File: config.mk
export PLATFORM = sky130hd
export DESIGN_NAME = inst_fetch
export DESIGN_NICKNAME = d
export VERILOG_FILES = /design/src/rtl/inst_fetch.sv
export SDC_FILE = /design/constraint.sdc
export NUM_CORES = 1
export LEC_CHECK = 0
export CAP_MARGIN = 20
export CORE_AREA = 2 2 138 140
export CTS_CLUSTER_DIAMETER = 200
export DETAILED_ROUTE_END_ITERATION = 8
export DIE_AREA = 0 0 140 142
export DONT_BUFFER_PORTS = 1
export MAX_ROUTING_LAYER = met4
export PLACE_DENSITY = 0.7
export SYNTH_ARGS = -nofsm -noshare
export SYNTH_HDL_FRONTEND = slang
export SYNTH_SLANG_ARGS = --single-unit
export TNS_END_PERCENT = 20
File: constraint.sdc
create_clock -name clk -period 8.4 [get_ports clk]
set_clock_uncertainty 0.2 [all_clocks]
set_input_delay 1.68 -clock clk [delete_from_list [all_inputs] [get_ports clk]]
set_output_delay 1.68 -clock clk [all_outputs]
set_load 0.01 [all_outputs]
File: src/rtl/inst_fetch.sv
// Instruction fetch stage: owns the PC, issues single-outstanding word fetches,
// buffers responses in a small FIFO and drives the IF/ID register. FETCH_PERF_EN adds perf counters.
module inst_fetch #(
    parameter int                 ADDR_W    = 32,
    parameter logic [ADDR_W-1:0]  RESET_PC  = 32'h0000_0000,
    parameter int                 BUF_DEPTH = 2,
    parameter logic [31:0]        NOP_INST  = 32'h0000_0013
) (
    input  logic              clk,
    input  logic              resetIn,
    output logic              memReq,
    output logic [ADDR_W-1:0] memAddr,
    input  logic              memReady,
    input  logic              memRdValid,
    input  logic [31:0]       memRdData,
    input  logic              stallIn,
    input  logic              redirectValid,
    input  logic [ADDR_W-1:0] redirectPC,
    output logic [31:0]       instOut,
    output logic [ADDR_W-1:0] pcOut,
    output logic              instValid,
    output logic              resetOut
`ifdef FETCH_PERF_EN
    ,
    output logic [31:0]       perfFetchCnt,
    output logic [31:0]       perfBubbleCnt
`endif
);

    localparam int PTR_W = $clog2(BUF_DEPTH);
    localparam int CNT_W = PTR_W + 1;
    localparam logic [ADDR_W-1:0] PC_STEP = ADDR_W'(3'd4);

    typedef enum logic [1:0] {
        ST_IDLE = 2'd0,
        ST_WAIT = 2'd1,
        ST_DROP = 2'd2
    } state_t;

    state_t            state_r, state_s;
    logic [ADDR_W-1:0] pc_r, pc_s, req_addr_r;
    logic [ADDR_W-1:0] redirect_addr_s;
    logic [ADDR_W-1:0] fifo_addr_r [BUF_DEPTH];
    logic [31:0]       fifo_data_r [BUF_DEPTH];
    logic [PTR_W-1:0]  wr_ptr_r, rd_ptr_r;
    logic [CNT_W-1:0]  count_r;
    logic              req_s, handshake_s, push_s, pop_s, fifo_empty_s;
    logic [31:0]       inst_r;
    logic [ADDR_W-1:0] pc_out_r;
    logic              valid_r, reset_out_r;

    // Low two bits of a redirect target are masked rather than trusted.
    assign redirect_addr_s = redirectPC & ~ADDR_W'(2'b11);
    assign fifo_empty_s    = (count_r == {CNT_W{1'b0}});
    assign req_s           = (state_r == ST_IDLE) && !redirectValid && !resetIn
                             && (count_r < CNT_W'(BUF_DEPTH));
    assign handshake_s     = req_s && memReady;
    assign push_s          = (state_r == ST_WAIT) && memRdValid && !redirectValid;
    assign pop_s           = !redirectValid && !stallIn && !fifo_empty_s;

    assign memReq    = req_s;
    assign memAddr   = pc_r;
    assign instOut   = inst_r;
    assign pcOut     = pc_out_r;
    assign instValid = valid_r;
    assign resetOut  = reset_out_r;

    // Next-state and next-PC for the fetch FSM.
    always_comb begin
        state_s = state_r;
        pc_s    = pc_r;
        if (redirectValid) begin
            pc_s = redirect_addr_s;
            // A response still owed by memory must be swallowed before fetching again.
            if ((state_r != ST_IDLE) && !memRdValid) begin
                state_s = ST_DROP;
            end else begin
                state_s = ST_IDLE;
            end
        end else begin
            case (state_r)
                ST_IDLE: begin
                    if (handshake_s) begin
                        pc_s    = pc_r + PC_STEP;
                        state_s = ST_WAIT;
                    end else begin
                        state_s = ST_IDLE;
                    end
                end
                ST_WAIT, ST_DROP: begin
                    if (memRdValid) begin
                        state_s = ST_IDLE;
                    end else begin
                        state_s = state_r;
                    end
                end
                default: state_s = ST_IDLE;
            endcase
        end
    end

    // FSM state, PC and the address of the outstanding request.
    always_ff @(posedge clk or posedge resetIn) begin
        if (resetIn) begin
            state_r    <= ST_IDLE;
            pc_r       <= RESET_PC;
            req_addr_r <= RESET_PC;
        end else begin
            state_r <= state_s;
            pc_r    <= pc_s;
            if (handshake_s) begin
                req_addr_r <= pc_r;
            end
        end
    end

    // FIFO pointers and occupancy; a redirect empties the buffer.
    always_ff @(posedge clk or posedge resetIn) begin
        if (resetIn) begin
            wr_ptr_r <= {PTR_W{1'b0}};
            rd_ptr_r <= {PTR_W{1'b0}};
            count_r  <= {CNT_W{1'b0}};
        end else if (redirectValid) begin
            wr_ptr_r <= {PTR_W{1'b0}};
            rd_ptr_r <= {PTR_W{1'b0}};
            count_r  <= {CNT_W{1'b0}};
        end else begin
            if (push_s) begin
                wr_ptr_r <= wr_ptr_r + PTR_W'(1'b1);
            end
            if (pop_s) begin
                rd_ptr_r <= rd_ptr_r + PTR_W'(1'b1);
            end
            count_r <= count_r + CNT_W'(push_s) - CNT_W'(pop_s);
        end
    end

    // FIFO storage; contents are only meaningful below the occupancy count.
    always_ff @(posedge clk) begin
        if (push_s) begin
            fifo_addr_r[wr_ptr_r] <= req_addr_r;
            fifo_data_r[wr_ptr_r] <= memRdData;
        end
    end

    // IF/ID holding register: redirect bubble beats stall, stall beats pop.
    always_ff @(posedge clk or posedge resetIn) begin
        if (resetIn) begin
            inst_r      <= NOP_INST;
            pc_out_r    <= {ADDR_W{1'b0}};
            valid_r     <= 1'b0;
            reset_out_r <= 1'b1;
        end else begin
            reset_out_r <= 1'b0;
            if (redirectValid) begin
                inst_r  <= NOP_INST;
                valid_r <= 1'b0;
            end else if (stallIn) begin
                inst_r   <= inst_r;
                pc_out_r <= pc_out_r;
                valid_r  <= valid_r;
            end else if (!fifo_empty_s) begin
                inst_r   <= fifo_data_r[rd_ptr_r];
                pc_out_r <= fifo_addr_r[rd_ptr_r];
                valid_r  <= 1'b1;
            end else begin
                inst_r  <= NOP_INST;
                valid_r <= 1'b0;
            end
        end
    end

`ifdef FETCH_PERF_EN
    logic bubble_s;
    assign bubble_s = !stallIn && (redirectValid || fifo_empty_s);

    // Free-running fetch and bubble counters, wrapping at 2^32.
    always_ff @(posedge clk or posedge resetIn) begin
        if (resetIn) begin
            perfFetchCnt  <= 32'd0;
            perfBubbleCnt <= 32'd0;
        end else begin
            if (push_s) begin
                perfFetchCnt <= perfFetchCnt + 32'd1;
            end
            if (bubble_s) begin
                perfBubbleCnt <= perfBubbleCnt + 32'd1;
            end
        end
    end
`endif

endmodule

; ---- Word-level counts from Yosys, hierarchy flattened
; Memories as Yosys holds them, arrays and structs flattened. A register that Yosys moved wholly into a read port is not among the register bits.
; Index checks and enable logic that the tools add are counted.
[totals]
ff_bits = 104
latchBits = 0
ram_bits = 128
romBits = 0
mem_count = 2
[classes]
add_sub_neg = 5
multipliers = 0
div_mod_pow = 0
order_cmp = 1
eq_ne = 4
shift = 0
n_mux = 21
n_bitwise = 3
reduce_logical = 24
[mem_list]
columns = memory, words, word_bits, read_ports, rd_clocked_by_memory_dff, wr, line_no
row1 = fifo_addr_r, 2, 32, 1, 1, 1, 43  ; logic [ADDR_W-1:0] fifo_addr_r [BUF_DEPTH];
row2 = fifo_data_r, 2, 32, 1, 0, 1, 44  ; logic [31:0] fifo_data_r [BUF_DEPTH];
[op_table]
columns = operator, n
row1 = 32-bit 2-to-1 mux, 6
row2 = "32-bit by 3-bit adder with 32-bit output, second input constant", 1
row3 = 1-bit 2-to-1 mux, 10
row4 = 2-bit nonzero test, 5
row5 = 1-bit logical AND, 9
row6 = 2-bit 2-to-1 mux, 4
row7 = 1-bit zero test, 5
row8 = 2-bit zero test, 2
row9 = 2-bit one-hot mux with 2 select lines, 1
row10 = "3-bit != test, second input constant", 1
row11 = 1-bit inverter, 3
row12 = 3-bit AND reduction, 1
row13 = "1-bit adder, second input constant", 2
row14 = 2-bit by 1-bit adder with 2-bit output, 1
row15 = "2-bit by 1-bit == test with 1-bit output, second input constant", 1
row16 = "2-bit == test, second input constant", 1
row17 = "2-bit less-than comparator, second input constant", 1
row18 = "2-bit by 1-bit != test with 1-bit output, second input constant", 1
row19 = 2-bit AND reduction, 1
row20 = 2-bit OR reduction, 1
row21 = 2-bit by 1-bit subtractor with 2-bit output, 1

; ---- Longest topological paths before layout
[depth]
depth_word = 8
mapped_depth = 10
depth_no_buf = 9

; ---- Least setup slack after synthesis
; Ideal clock, no wire load.
[synth_path]
path_type = input -> register
startpoint = input redirectValid
endpoint = memory fifo_addr_r[1][10], enable pin
arrival_ns = 6.750
t_required_ns = 7.629
path_slack_ns = 0.879
stages = 4
cell_sequence = buf_6 clkbuf_1 clkbuf_1 nor3b_1
[synth_between]
elab_chain_cells = 4
[synth_lines]
columns = element, line_no
row1 = from (decl), 17  ; input logic redirectValid,
row2 = 1-bit zero test, 58  ; assign push_s = (state_r == ST_WAIT) && memRdValid && !redirectValid;
row3 = 1-bit logical AND, 58
row4 = 1-bit 2-to-1 mux, 140  ; if (push_s) begin
row5 = 1-bit 2-to-1 mux (implied by the code), 141  ; fifo_addr_r[wr_ptr_r] <= req_addr_r;
row6 = to (decl), 43
; No other way between the ends.

; ---- Final worst setup path
[layout_path]
startpoint = input redirectValid
endpoint = output memReq
[layout_between]
elab_chain_cells = 4
[layout_lines]
columns = element, line_no
row1 = 1-bit zero test, 55  ; assign req_s = (state_r == ST_IDLE) && !redirectValid && !resetIn
row2 = 1-bit logical AND (2 in series), 55
row3 = 1-bit logical AND, 56  ; && (count_r < CNT_W'(BUF_DEPTH));
row4 = to (decl), 11  ; output logic memReq,
; No other way between the ends.

==> results.sh <==
export IMPL_synth_avg_cell_area_um2=12.7
export IMPL_fin_crit_sh_pct=53.7
export IMPL_drc=14
export IMPL_core_area_mm2=0.0185
export IMPL_yosysUniqueCellTypes=51
export IMPL_critPathBufInv=1
export IMPL_cts_root_buf="clkbuf_16"
export IMPL_postCtsResizedCells=0
export IMPL_hold_buffers=0
export IMPL_wl_met1_um=8380
export IMPL_port_buffers=0
export IMPL_tns_ps=0
export IMPL_power_leakage_nw=4.30
export IMPL_design_area_mm2=0.0111
export IMPL_vias=6112
export IMPL_dpl_cell_area_mm2=0.0102
export IMPL_n_antenna_cell=0
export IMPL_clk_latency_ps=510
export IMPL_critical_path_top_delay_family="simple AND/OR/NAND/NOR gates"
export IMPL_cts_tree="yes"
export IMPL_setup_viol=0
export IMPL_worstPathRequired_ps=6520
export IMPL_ys_seq_elements=254
export IMPL_dp_worst_setup_slack_ps=3930
export IMPL_grt_setup_unrepaired="no"
export IMPL_clkTransAtPathRegs_ps=60
export IMPL_drv_slew=0
export IMPL_areaGrowthSynthToFinish_pct=10.7
export IMPL_initial_utilization_pct=54.2
export IMPL_fin_total_pwr_mw=2.79
export IMPL_synth_area_mm2=0.0100
export IMPL_slew_headroom_pct=23.2
export IMPL_vias_per_cell=5.91
export IMPL_cp_end_kind="primary output"
export IMPL_p_per_area_mw_per_mm2=252
export IMPL_drtAntennaViolNets=0
export IMPL_totalWireLength_um=20700
export IMPL_cts_sinks=254
export IMPL_slowest_delay_ps=660
export IMPL_die_x_um=140
export IMPL_min_path_type="reg -> reg"
export IMPL_wl_per_cell_um=20.0
export IMPL_fmax_mhz=222
export IMPL_worstPathArrival_ps=2630
export IMPL_ys_flop_type="dfrtp_1"
export IMPL_crit_type="in -> out"
export IMPL_grt_use_total_pct=21.7
export IMPL_path_cells="or4b_1 > inv_2"
export IMPL_critical_path_startpoint_type="primary input"
export IMPL_route_met2_wl_um=9700
export IMPL_grt_max_degree=71
export IMPL_synth_edf_count=124
export IMPL_ir_drop_v=0.000155
export IMPL_synthArstFlopShare_pct=51.2
export IMPL_cp_slowest_cell="or4b_1"
export IMPL_drtPass1Iterations=7
export IMPL_status="finished, violations left"
export IMPL_die_h_um=142
export IMPL_num_nets_final=857
export IMPL_grt_first_pass_wirelength_um=33400
export IMPL_r2r_slack_ps=5380
export IMPL_worst_slew_pin_slew_ps=1140
export IMPL_finalWorstSetupSlack_ps=3890
export IMPL_ff2ff_path_depth=5
export IMPL_post_dp_hpwl_um=13600
export IMPL_fill_cells=1444
export IMPL_cts_buffer_depth=3
export IMPL_dr_max_layer_used="met4"
export IMPL_first_global_vias=6243
export IMPL_cp_depth=2
export IMPL_ios=169
export IMPL_syn_inst=789
export IMPL_maxCapViolCount=0
export IMPL_period_minus_slack_ps=4510
export IMPL_fp_dieArea_mm2=0.0199
export IMPL_grt_overflow=0
export IMPL_cts_made_buffers=25
export IMPL_synth_seq_area_share_pct=69.8
export IMPL_crit_path_max_fanout=44
export IMPL_place_congestion=0.866
export IMPL_antenna_found_initial=0
export IMPL_violations="design-rule violations"
export IMPL_num_rows=50
export IMPL_h_tree_depth=1
export IMPL_dr_wl_met3_um=2160
export IMPL_whs_ps=265
export IMPL_drt_iter0_drc=381
export IMPL_yosys_warnings=0
export IMPL_cts_setup_buffers=0
export IMPL_finalHoldViolations=0
export IMPL_drive_gt1_share_pct=8.99
export IMPL_holdPathStages=0
[final cells by class]
class	instances	area [um2]	area share [%]
clock buffers	35	754	6.81
multi-input cells	481	2830	25.5
flip-flops and latches	254	6990	63.1
repair buffers	11	95.1	0.858
well taps	234	293	2.64
clock inverters	10	78.8	0.712
inverters	10	42.5	0.384
[path summary, 6_finish.rpt]
kind,start,end
hold reg to reg,req_addr_r[28],fifo_addr_r[1][28]
min in group asynchronous,resetIn,wr_ptr_r
hold / removal,req_addr_r[28],fifo_addr_r[1][28]
max in group asynchronous,resetIn,req_addr_r[4]
setup / recovery,redirectValid,memReq
setup reg to reg,memAddr[2],memAddr[18]
[per-layer routing]
layer | track usage, % | vias to the layer above
li1 | - | 2839
met4 | 5.85 | 0
met3 | 6.29 | 36
met1 | 27.8 | 2984
met5 | - | -
met2 | 34.6 | 253
[through the flow]
stage / util, % / cells
finish: 60.0 / 1035
global route: 60.0 / 1035
CTS: 59.9 / 1033
detailed placement: 55.4 / 988
global placement: 55.4 / 988
floorplan: - / 793
[registers in the layout (all words and copies together), names as in the netlist]
register / count
count_r: 2
instOut: 32
fifo_addr_r: 60
state_r: 2
pcOut: 30
rd_ptr_r: 1
instValid: 1
memAddr: 30
fifo_data_r: 64
resetOut: 1
req_addr_r: 30
wr_ptr_r: 1
[cells in the final DEF (no fill, tap or decap), drive strengths merged, types with 5 or more instances in the layout]
cell type	n
or4	5
nand2	173
a221o	7
conb	5
nor4	5
a21oi	6
and3	5
nor3	14
o21ai	78
o211ai	7
nand3	18
inv	10
dfrtp	126
nand4	12
a21o	7
clkbuf	35
clkinv	7
a211o	5
edfxtp	124
mux2i	60
buf	11
a22oi	7
nor2	17
[kinds of logic after synthesis]
| family | count (synthesis) | synth area share [%] |
|---|---|---|
| AO/OA/AOI/OAI | 134 | 8.33 |
| AND/OR/NAND/NOR | 271 | 12.2 |
| other | 1 | 0.0375 |
| flip-flops | 254 | 69.8 |
| multiplexers | 64 | 6.45 |
| buffers and inverters | 58 | 2.43 |
| adder cells (fa/ha/maj) | 4 | 0.500 |
| XOR/XNOR | 3 | 0.263 |
[Yosys cell counts, drive strengths merged, types with 4 or more instances]
library cell / instances / area share (%)
inv: 10 / 0.37
dfrtp: 126 / 32
and3: 5 / 0.31
clkbuf: 34 / 1.3
a21o: 7 / 0.53
a31oi: 4 / 0.25
nand2: 173 / 6.5
or4: 5 / 0.38
edfxtp: 124 / 37
mux2: 4 / 0.45
a21oi: 6 / 0.30
mux2i: 60 / 6.0
a211o: 5 / 0.44
a221o: 7 / 0.70
a22oi: 7 / 0.53
nor4: 5 / 0.37
ha: 4 / 0.50
nand3: 18 / 0.90
o211ai: 7 / 0.53
dfstp: 4 / 1.1
nor3: 14 / 0.70
nand4: 12 / 0.75
nor2: 17 / 0.64
o21ai: 78 / 3.9
buf: 14 / 0.78
[power breakdown]
group | internal [mW] | switching (mW)
clock | 0.655 | 0.442
combinational | 0.0569 | 0.0891
sequential | 1.42 | 0.130
total | 2.13 | 0.662
Note: power is estimated with default switching activity, not from simulation.
